File: config.mk
export PLATFORM = sky130hd
export DESIGN_NAME = mbist_addr_gen_flat
export DESIGN_NICKNAME = d
export VERILOG_FILES = /design/src/rtl/mbist_addr_gen_if.sv /design/src/rtl/mbist_addr_gen.sv /design/src/flat_wrapper.sv
export SDC_FILE = /design/constraint.sdc
export NUM_CORES = 1
export LEC_CHECK = 0
export ABC_AREA = 1
export CAP_MARGIN = 5
export CORE_MARGIN = 10
export CORE_UTILIZATION = 52
export CTS_BUF_LIST = sky130_fd_sc_hd__clkbuf_16
export DETAILED_ROUTE_END_ITERATION = 6
export GPL_TIMING_DRIVEN = 0
export PLACE_DENSITY = 0.84
export RECOVER_POWER = 25
export REMOVE_ABC_BUFFERS = 1
export SLEW_MARGIN = 5
export SYNTH_ARGS = -nofsm -noshare
export SYNTH_HDL_FRONTEND = slang
export SYNTH_SLANG_ARGS = --single-unit
File: constraint.sdc
create_clock -name clk -period 3 [get_ports clk]
set_input_delay 0.9 -clock clk [delete_from_list [all_inputs] [get_ports clk]]
set_output_delay 0.9 -clock clk [all_outputs]
set_load 0.005 [all_outputs]
File: src/rtl/mbist_addr_gen_if.sv
// mbist_addr_gen_if: start/busy/done handshake and address bus of the MBIST address generator
interface mbist_addr_gen_if #(parameter int length = 4);
  logic start, u_d, cen, ld, cout, busy, done;
  logic [length-1:0] d_in, lo, hi, q;
  modport master(output start, u_d, cen, ld, d_in, lo, hi, input q, cout, busy, done);
  modport slave(input start, u_d, cen, ld, d_in, lo, hi, output q, cout, busy, done);
endinterface

File: src/rtl/mbist_addr_gen.sv
// mbist_addr_gen: bounded up/down address sweep with start/busy/done handshake.
// Define MBIST_ADDR_GEN_GRAY_EN to present q in Gray code (internal state stays binary).
module mbist_addr_gen #(
  parameter int length = 4,
  parameter bit WRAP   = 1'b0
) (
  input logic             clk,
  input logic             rst_n,
  mbist_addr_gen_if.slave bus
);
  typedef enum logic [1:0] {IDLE, RUN, DONE} state_t;
  state_t state_q, state_d;
  logic [length-1:0] addr_q, addr_d, lo_q, lo_d, hi_q, hi_d;
  logic dir_q, dir_d, done_q, done_d, at_term;
  assign at_term = addr_q == (dir_q ? hi_q : lo_q);
  always_comb begin
    state_d = state_q;
    addr_d  = addr_q;
    dir_d   = dir_q;
    lo_d    = lo_q;
    hi_d    = hi_q;
    done_d  = 1'b0;
    if (bus.start) begin
      dir_d   = bus.u_d;
      lo_d    = bus.lo;
      hi_d    = bus.hi;
      addr_d  = bus.u_d ? bus.lo : bus.hi;
      state_d = RUN;
    end else begin
      if (bus.ld) addr_d = bus.d_in;
      if (state_q == DONE) state_d = IDLE;
      else if (state_q == RUN && bus.cen && !bus.ld) begin
        if (!at_term) addr_d = dir_q ? addr_q + 1'b1 : addr_q - 1'b1;
        else begin
          // done registers here so it shows the cycle after the terminal address in both modes
          done_d = 1'b1;
          if (WRAP) addr_d = dir_q ? lo_q : hi_q;
          else state_d = DONE;
        end
      end
    end
  end
  always_ff @(posedge clk or negedge rst_n) begin
    if (!rst_n) begin
      state_q <= IDLE;
      addr_q  <= '0;
      dir_q   <= 1'b1;
      lo_q    <= '0;
      hi_q    <= '0;
      done_q  <= 1'b0;
    end else begin
      state_q <= state_d;
      addr_q  <= addr_d;
      dir_q   <= dir_d;
      lo_q    <= lo_d;
      hi_q    <= hi_d;
      done_q  <= done_d;
    end
  end
  assign bus.busy = state_q == RUN;
  assign bus.cout = bus.busy & at_term;
  assign bus.done = done_q;
`ifdef MBIST_ADDR_GEN_GRAY_EN
  assign bus.q = addr_q ^ (addr_q >> 1);
`else
  assign bus.q = addr_q;
`endif
endmodule
File: src/flat_wrapper.sv
// flat-port wrapper written by rule: the top's interface ports become plain ports
module mbist_addr_gen_flat 
#(
  parameter int length = 4,
  parameter bit WRAP   = 1'b0
)
  (clk, rst_n, bus_start, bus_u_d, bus_cen, bus_ld, bus_d_in, bus_lo, bus_hi, bus_q, bus_cout, bus_busy, bus_done);
  mbist_addr_gen_if #(.length(length)) bus_i ();
  input logic clk;
  input logic rst_n;
  input wire logic [$bits(bus_i.start)-1:0] bus_start;
  input wire logic [$bits(bus_i.u_d)-1:0] bus_u_d;
  input wire logic [$bits(bus_i.cen)-1:0] bus_cen;
  input wire logic [$bits(bus_i.ld)-1:0] bus_ld;
  input wire logic [$bits(bus_i.d_in)-1:0] bus_d_in;
  input wire logic [$bits(bus_i.lo)-1:0] bus_lo;
  input wire logic [$bits(bus_i.hi)-1:0] bus_hi;
  output wire logic [$bits(bus_i.q)-1:0] bus_q;
  output wire logic [$bits(bus_i.cout)-1:0] bus_cout;
  output wire logic [$bits(bus_i.busy)-1:0] bus_busy;
  output wire logic [$bits(bus_i.done)-1:0] bus_done;
  assign bus_i.start = bus_start;
  assign bus_i.u_d = bus_u_d;
  assign bus_i.cen = bus_cen;
  assign bus_i.ld = bus_ld;
  assign bus_i.d_in = bus_d_in;
  assign bus_i.lo = bus_lo;
  assign bus_i.hi = bus_hi;
  assign bus_q = bus_i.q;
  assign bus_cout = bus_i.cout;
  assign bus_busy = bus_i.busy;
  assign bus_done = bus_i.done;
  mbist_addr_gen #(.length(length), .WRAP(WRAP)) u_core (.clk(clk), .rst_n(rst_n), .bus(bus_i));
endmodule
==> results.toml, run 1 <==
[global_routing]
antenna_found_initial = 0
use_met2_pct = 19.9
grt_pass1_wl_mm = 4.11
grt_util_met3_pct = 2.96
grt-busiest-layer = "met2"
grt_max_degree = 18
grt_pass1_vias = 942
grtUsageMet1_pct = 14.7
grtUsageTotal_pct = 12.6
grt-ovfl-total = 0

[power_and_ir_drop]
intPower_uw = 504
power_density_nw_per_um2 = 532
p_leak_nw = 0.679
p_switching_uw = 204
p_clk_share_pct = 36.9
power.share.combinational_pct = 26.7
peakVddDrop_v = 0.000339
switching_share_pct = 28.8
sequentialPowerShare_pct = 36.3
finalPower_uw = 709

[sta]
maxSlewViolCount = 0
hold_ws_ps = 497
slew_headroom_pct = 52.6
finalSetupTns_ps = 0
post-route-period-util_pct = 90.5
setup_viol = 0
timing.final.hold_violations = 0
timing.final.crit_period_ps = 2710
clock.fmax_mhz = 368
fin_skew_ps = 3.54
rsz0062_at_grt = "no"
worst_pin_slew_ps = 708

[clock_network]
insertion_delay_ps = 250
ctsHoldBuffers = 0
post_cts_resized = 1
cts_buffers = 3
root_buffer = "clkbuf_16"
cts_sinks = 16
htree_levels = 1
cts_tree = "yes"
path_clk_slew_ps = 50
cts_setup_buffers = 0
clock_path_buffers = 2

[setup_path]
startpoint_type = "flip-flop"
critPathSlowestCell = "dfstp_2"
setup.worst_path.class = "reg -> out"
crit_family = "simple AND/OR/NAND/NOR gates"
worstPathRequired_ps = 2100
path_max_fanout = 8
end_kind = "output port"
crit_chain = "nand2_1, nand3_1, nand2_2, nor2_4, nand2_4, nor3_1, dlygate4sd2_1"
worst-path-buf-inv = 1
max_stage_delay_ps = 630
cp.arrival_ps = 1810

[place]
place_hpwl_mm = 1.81
place_area_um2 = 1250
routabilityCongestion = 0.876
io_buffers = 24

[logic_synthesis]
syn_area_um2 = 1010
yosysWarnings = 0
syn_avg_cell_area_um2 = 7.59
ys_types = 25
ys_seq_area_share_pct = 39.8
synthCells = 133
yosys_register_bits = 16

[final_layout]
final_util_pct = 74.7
final_nets = 180
drive_above_1_share_pct = 10.8
diodes = 0
fillerInstances = 145
regArea_um2 = 402
layout-area-overhead-vs-synth_pct = 32.0
finish.instance_area_um2 = 1330
multi_input_area_um2 = 520

[drt]
drcViolationCount = 0
drt_pass1_iterations = 4
wirelength_mm = 2.42
wl_per_cell_um = 13.2
vias_per_cell = 5.19
postRouteAntennaNets = 0
vias = 950
drt_iter0_drc = 35

[die]
start_util_pct = 56.6
die_w_um = 64.1
die_h_um = 64.1
die_area_um2 = 4100
coreArea_um2 = 1780
rows = 15
io_pins = 25

[min_path]
hold_path_class = "reg -> reg"

[outcome]
outcome = "finished, final reports clean"

[job]
max-cap-violations = 0
==> cell families (layout without fill, tap and decap cells) <==
group           Yosys count  in the layout  share of synthesized area [%]
compound gates           16             16                           8.18
buf+inv                  18             43                           8.67
fa+ha+maj                 3              3                           4.46
mux                       1              1                          0.991
flops                    16             16                           39.8
simple gates             76             76                           35.3
xor+xnor                  3              3                           2.60
==> final timing paths <==
kind	slack, ps	endpoint	cells after the start	start
max	290	bus_cout	7	u_core.dir_q
min	500	u_core.hi_q[2]	2	u_core.hi_q[2]
max reg2reg	1210	u_core.bus.q[3]	8	u_core.dir_q
min reg2reg	500	u_core.hi_q[2]	2	u_core.hi_q[2]
max in group asynchronous	1400	u_core.bus.q[0]	1	rst_n
min in group asynchronous	1150	u_core.bus.q[1]	1	rst_n
==> cell usage after synthesis <==
cell      instances  area (um2)
ha_1              2        25.0
nand3_1          14        70.1
clkinv_1          1        3.75
nor2_2            1        6.26
a21oi_1           4        20.0
inv_2             1        3.75
dfrtp_1          15         375
nand2_2           6        37.5
xnor2_1           3        26.3
nor3_1            2        10.0
clkbuf_1          1        3.75
dfstp_2           1        26.3
nand3b_1          1        7.51
nor2_4            1        11.3
inv_1            12        45.0
fa_1              1        20.0
inv_6             1        8.76
o21a_1            1        7.51
mux2i_1           1        10.0
buf_6             2        22.5
o21ai_1           1        5.00
nand2_4           3        33.8
nor2_1            3        11.3
o21ai_0          10        50.1
nand2_1          45         169
==> routing by layer <==
| metal | up-vias | part of all wire, % |
|---|---|---|
| li1 | 471 | - |
| met1 | 440 | 43 |
| met2 | 34 | 48 |
| met3 | 5 | 6.5 |
| met4 | 0 | 2.6 |
| met5 | - | 0 |
==> power groups by stage <==
stage	registers (mW)	logic [mW]	clock network, mW
2_1_floorplan	0.258	0.117	0
5_1_grt	0.261	0.213	0.275
3_3_place_gp	0.260	0.185	0
4_1_cts	0.258	0.192	0.262
3_5_place_dp	0.261	0.190	0
6_report	0.258	0.190	0.262
==> stage by stage <==
stage / setup WS (ps) / instances
2_1_floorplan: 862 / 130
3_3_place_gp: 279 / 179
3_5_place_dp: 262 / 179
4_1_cts: 272 / 183
5_1_grt: 160 / 183
6_report: 285 / 183
==> cells in the final DEF (no fill, tap or decap), types with 2 or more instances in the layout <==
cell	netlist	final
ha_1	2	2
nand3_1	14	14
nand2_1	45	45
nor2_1	3	3
clkdlybuf4s50_1	0	22
nor3_1	2	2
dfrtp_1	15	15
inv_1	12	12
nand2_4	3	3
clkbuf_16	0	3
nand2_2	6	6
clkinv_1	1	2
o21ai_0	10	10
xnor2_1	3	3
a21oi_1	4	4
==> tightest hold or removal path, delay by kind of cell, from the launching register on <==
family	cells	cell delay, ps
flops	1	350
simple gates	2	120
==> state kept, by name (all words and copies together) (netlist names) <==
| name | flops |
|---|---|
| u_core.bus.done | 1 |
| u_core.bus.q | 4 |
| u_core.dir_q | 1 |
| u_core.hi_q | 4 |
| u_core.lo_q | 4 |
| u_core.state_q | 2 |
==> cell type report <==
class                   count  share of cell area, %
inverters                  15                   4.60
repair buffers             24                   17.9
clock buffers               3                   5.63
well taps                  25                   2.35
multi-input cells          99                   39.1
flip-flops and latches     16                   30.1
clock inverters             1                  0.282
Note: power is estimated with default switching activity, not from simulation.
==> inputs of run 2 (changes only) <==
CORE_UTILIZATION = 50   (was 52)
GPL_TIMING_DRIVEN = not set   (was 0)
PLACE_DENSITY = 0.81   (was 0.84)
==> run 2 against run 1 <==
Setup slack better by 120 ps. First-iteration DRC count down 5.7%. Clock skew down 0.69 ps. Critical path type unchanged. Global-route usage up 0.33 points. Worst hold slack worse by 17 ps. Final area up 1.3%. Clock power about the same. Power up 1.2%. Largest power group unchanged.
==> results.toml, run 2 (same netlist as run 1, synthesis figures left out) <==
[sta]
finalSetupTns_ps = 0
post-route-period-util_pct = 86.3
rsz0062_at_grt = "no"
fin_skew_ps = 2.85
slew_headroom_pct = 51.9
maxSlewViolCount = 0
hold_ws_ps = 480
clock.fmax_mhz = 386
timing.final.hold_violations = 0
setup_viol = 0
worst_pin_slew_ps = 719
timing.final.crit_period_ps = 2590

[power_and_ir_drop]
finalPower_uw = 717
switching_share_pct = 29.4
sequentialPowerShare_pct = 36.2
p_switching_uw = 211
peakVddDrop_v = 0.000424
p_leak_nw = 0.699
intPower_uw = 506
power.share.combinational_pct = 27.0
p_clk_share_pct = 36.8
power_density_nw_per_um2 = 531

[drt]
drt_pass1_iterations = 4
wirelength_mm = 2.61
vias = 944
drt_iter0_drc = 33
drcViolationCount = 0
vias_per_cell = 5.05
wl_per_cell_um = 14.0
postRouteAntennaNets = 0

[global_routing]
grt_pass1_wl_mm = 4.35
grtUsageTotal_pct = 12.9
grt_pass1_vias = 965
antenna_found_initial = 0
grt-ovfl-total = 0
grt_max_degree = 17

[final_layout]
final_nets = 182
final_cell_mix = "45 x nand2_1, 21 x clkdlybuf4s50_1, 15 x dfrtp_1"
layout-area-overhead-vs-synth_pct = 33.7
diodes = 0
final_common_cell = "nand2_1"
multi_input_area_um2 = 520
finish.instance_area_um2 = 1350
stdcell_count = 187
regArea_um2 = 402
drive_above_1_share_pct = 11.3
fillerInstances = 167

[die]
coreArea_um2 = 1940
io_pins = 25
die_w_um = 64.9
die_h_um = 64.9
start_util_pct = 52.0
rows = 16
die_area_um2 = 4220

[min_path]
hold_path_class = "reg -> reg"
hold_depth = 2
hold_path_end = "u_core.hi_q[2]"
hp-start = "u_core.hi_q[2]"

[setup_path]
cp.arrival_ps = 1690
path_max_fanout = 9
r2r_cells = 8
reg2reg_to = "u_core.bus.q[3]"
setup.worst_path.class = "reg -> out"
startpoint_type = "flip-flop"
end_kind = "output port"
r2r_slack_ps = 1230
r2r-start = "u_core.dir_q"
worstPathRequired_ps = 2100

[clock_network]
clock_path_buffers = 2
insertion_delay_ps = 250
cts_buffers = 3
htree_levels = 1
path_clk_slew_ps = 50
ctsHoldBuffers = 0
cts_sinks = 16
root_buffer = "clkbuf_16"
cts_tree = "yes"

[place]
place_area_um2 = 1260
place_hpwl_mm = 2.00
routabilityCongestion = 0.869
io_buffers = 24
place_inst = 182

[job]
max-cap-violations = 0

[outcome]
outcome = "finished, final reports clean"
-- run 2: power by group through the flow --
stage / clock [mW] / combinational (mW) / sequential, mW
after floorplan: 0 / 0.117 / 0.258
after global placement: 0 / 0.185 / 0.261
after detailed placement: 0 / 0.193 / 0.263
after CTS: 0.262 / 0.195 / 0.260
after global routing: 0.276 / 0.218 / 0.262
final: 0.264 / 0.194 / 0.260
-- run 2: worst max-delay path by stage --
stage	endpoint	from	cells past startpoint	slack, ps
finish	bus_cout	u_core.dir_q	9	410
global route	bus_cout	u_core.dir_q	9	290
CTS	bus_cout	u_core.dir_q	9	10
detailed placement	bus_cout	u_core.dir_q	9	280
global placement	bus_cout	u_core.dir_q	9	350
floorplan	bus_cout	u_core.dir_q	8	860
-- run 2: layer usage --
metal,track usage [%],vias up,share of wire [%]
li1,-,474,-
met1,15.2,435,44
met2,22.2,30,49
met3,3.09,5,6.2
met4,4.81,0,1.4
met5,0,-,0
-- run 2: area by class of cell --
type,instances,area share [%]
Timing Repair Buffer,26,18.8
Inverter,15,4.54
Sequential cell,16,29.7
Tap cell,27,2.50
Multi-Input combinational cell,99,38.6
Clock inverter,1,0.278
Clock buffer,3,5.56
-- run 2: critical path, stage by stage, from the launching register on --
cell and delay (ps):
dfstp_2 620, inv_6 80, nand2_2 70, nand2_1 60
nand2_1 70, nand2_2 60, nor2_4 100, nand2_4 90
nor3_1 130, dlymetal6s2s_1 150
-- run 2: metrics by stage --
step | worst slack (ps) | utilization [%]
after detailed placement | 282 | 65.1
after CTS | 10.6 | 69.2
final | 410 | 69.5
after floorplan | 862 | -
after global placement | 347 | 65.1
after global routing | 293 | 69.5
-- run 2: repair_timing --
item,CTS,global route
setup buffers,0,1
gates resized for setup,0,1
setup endpoints to repair,0,1
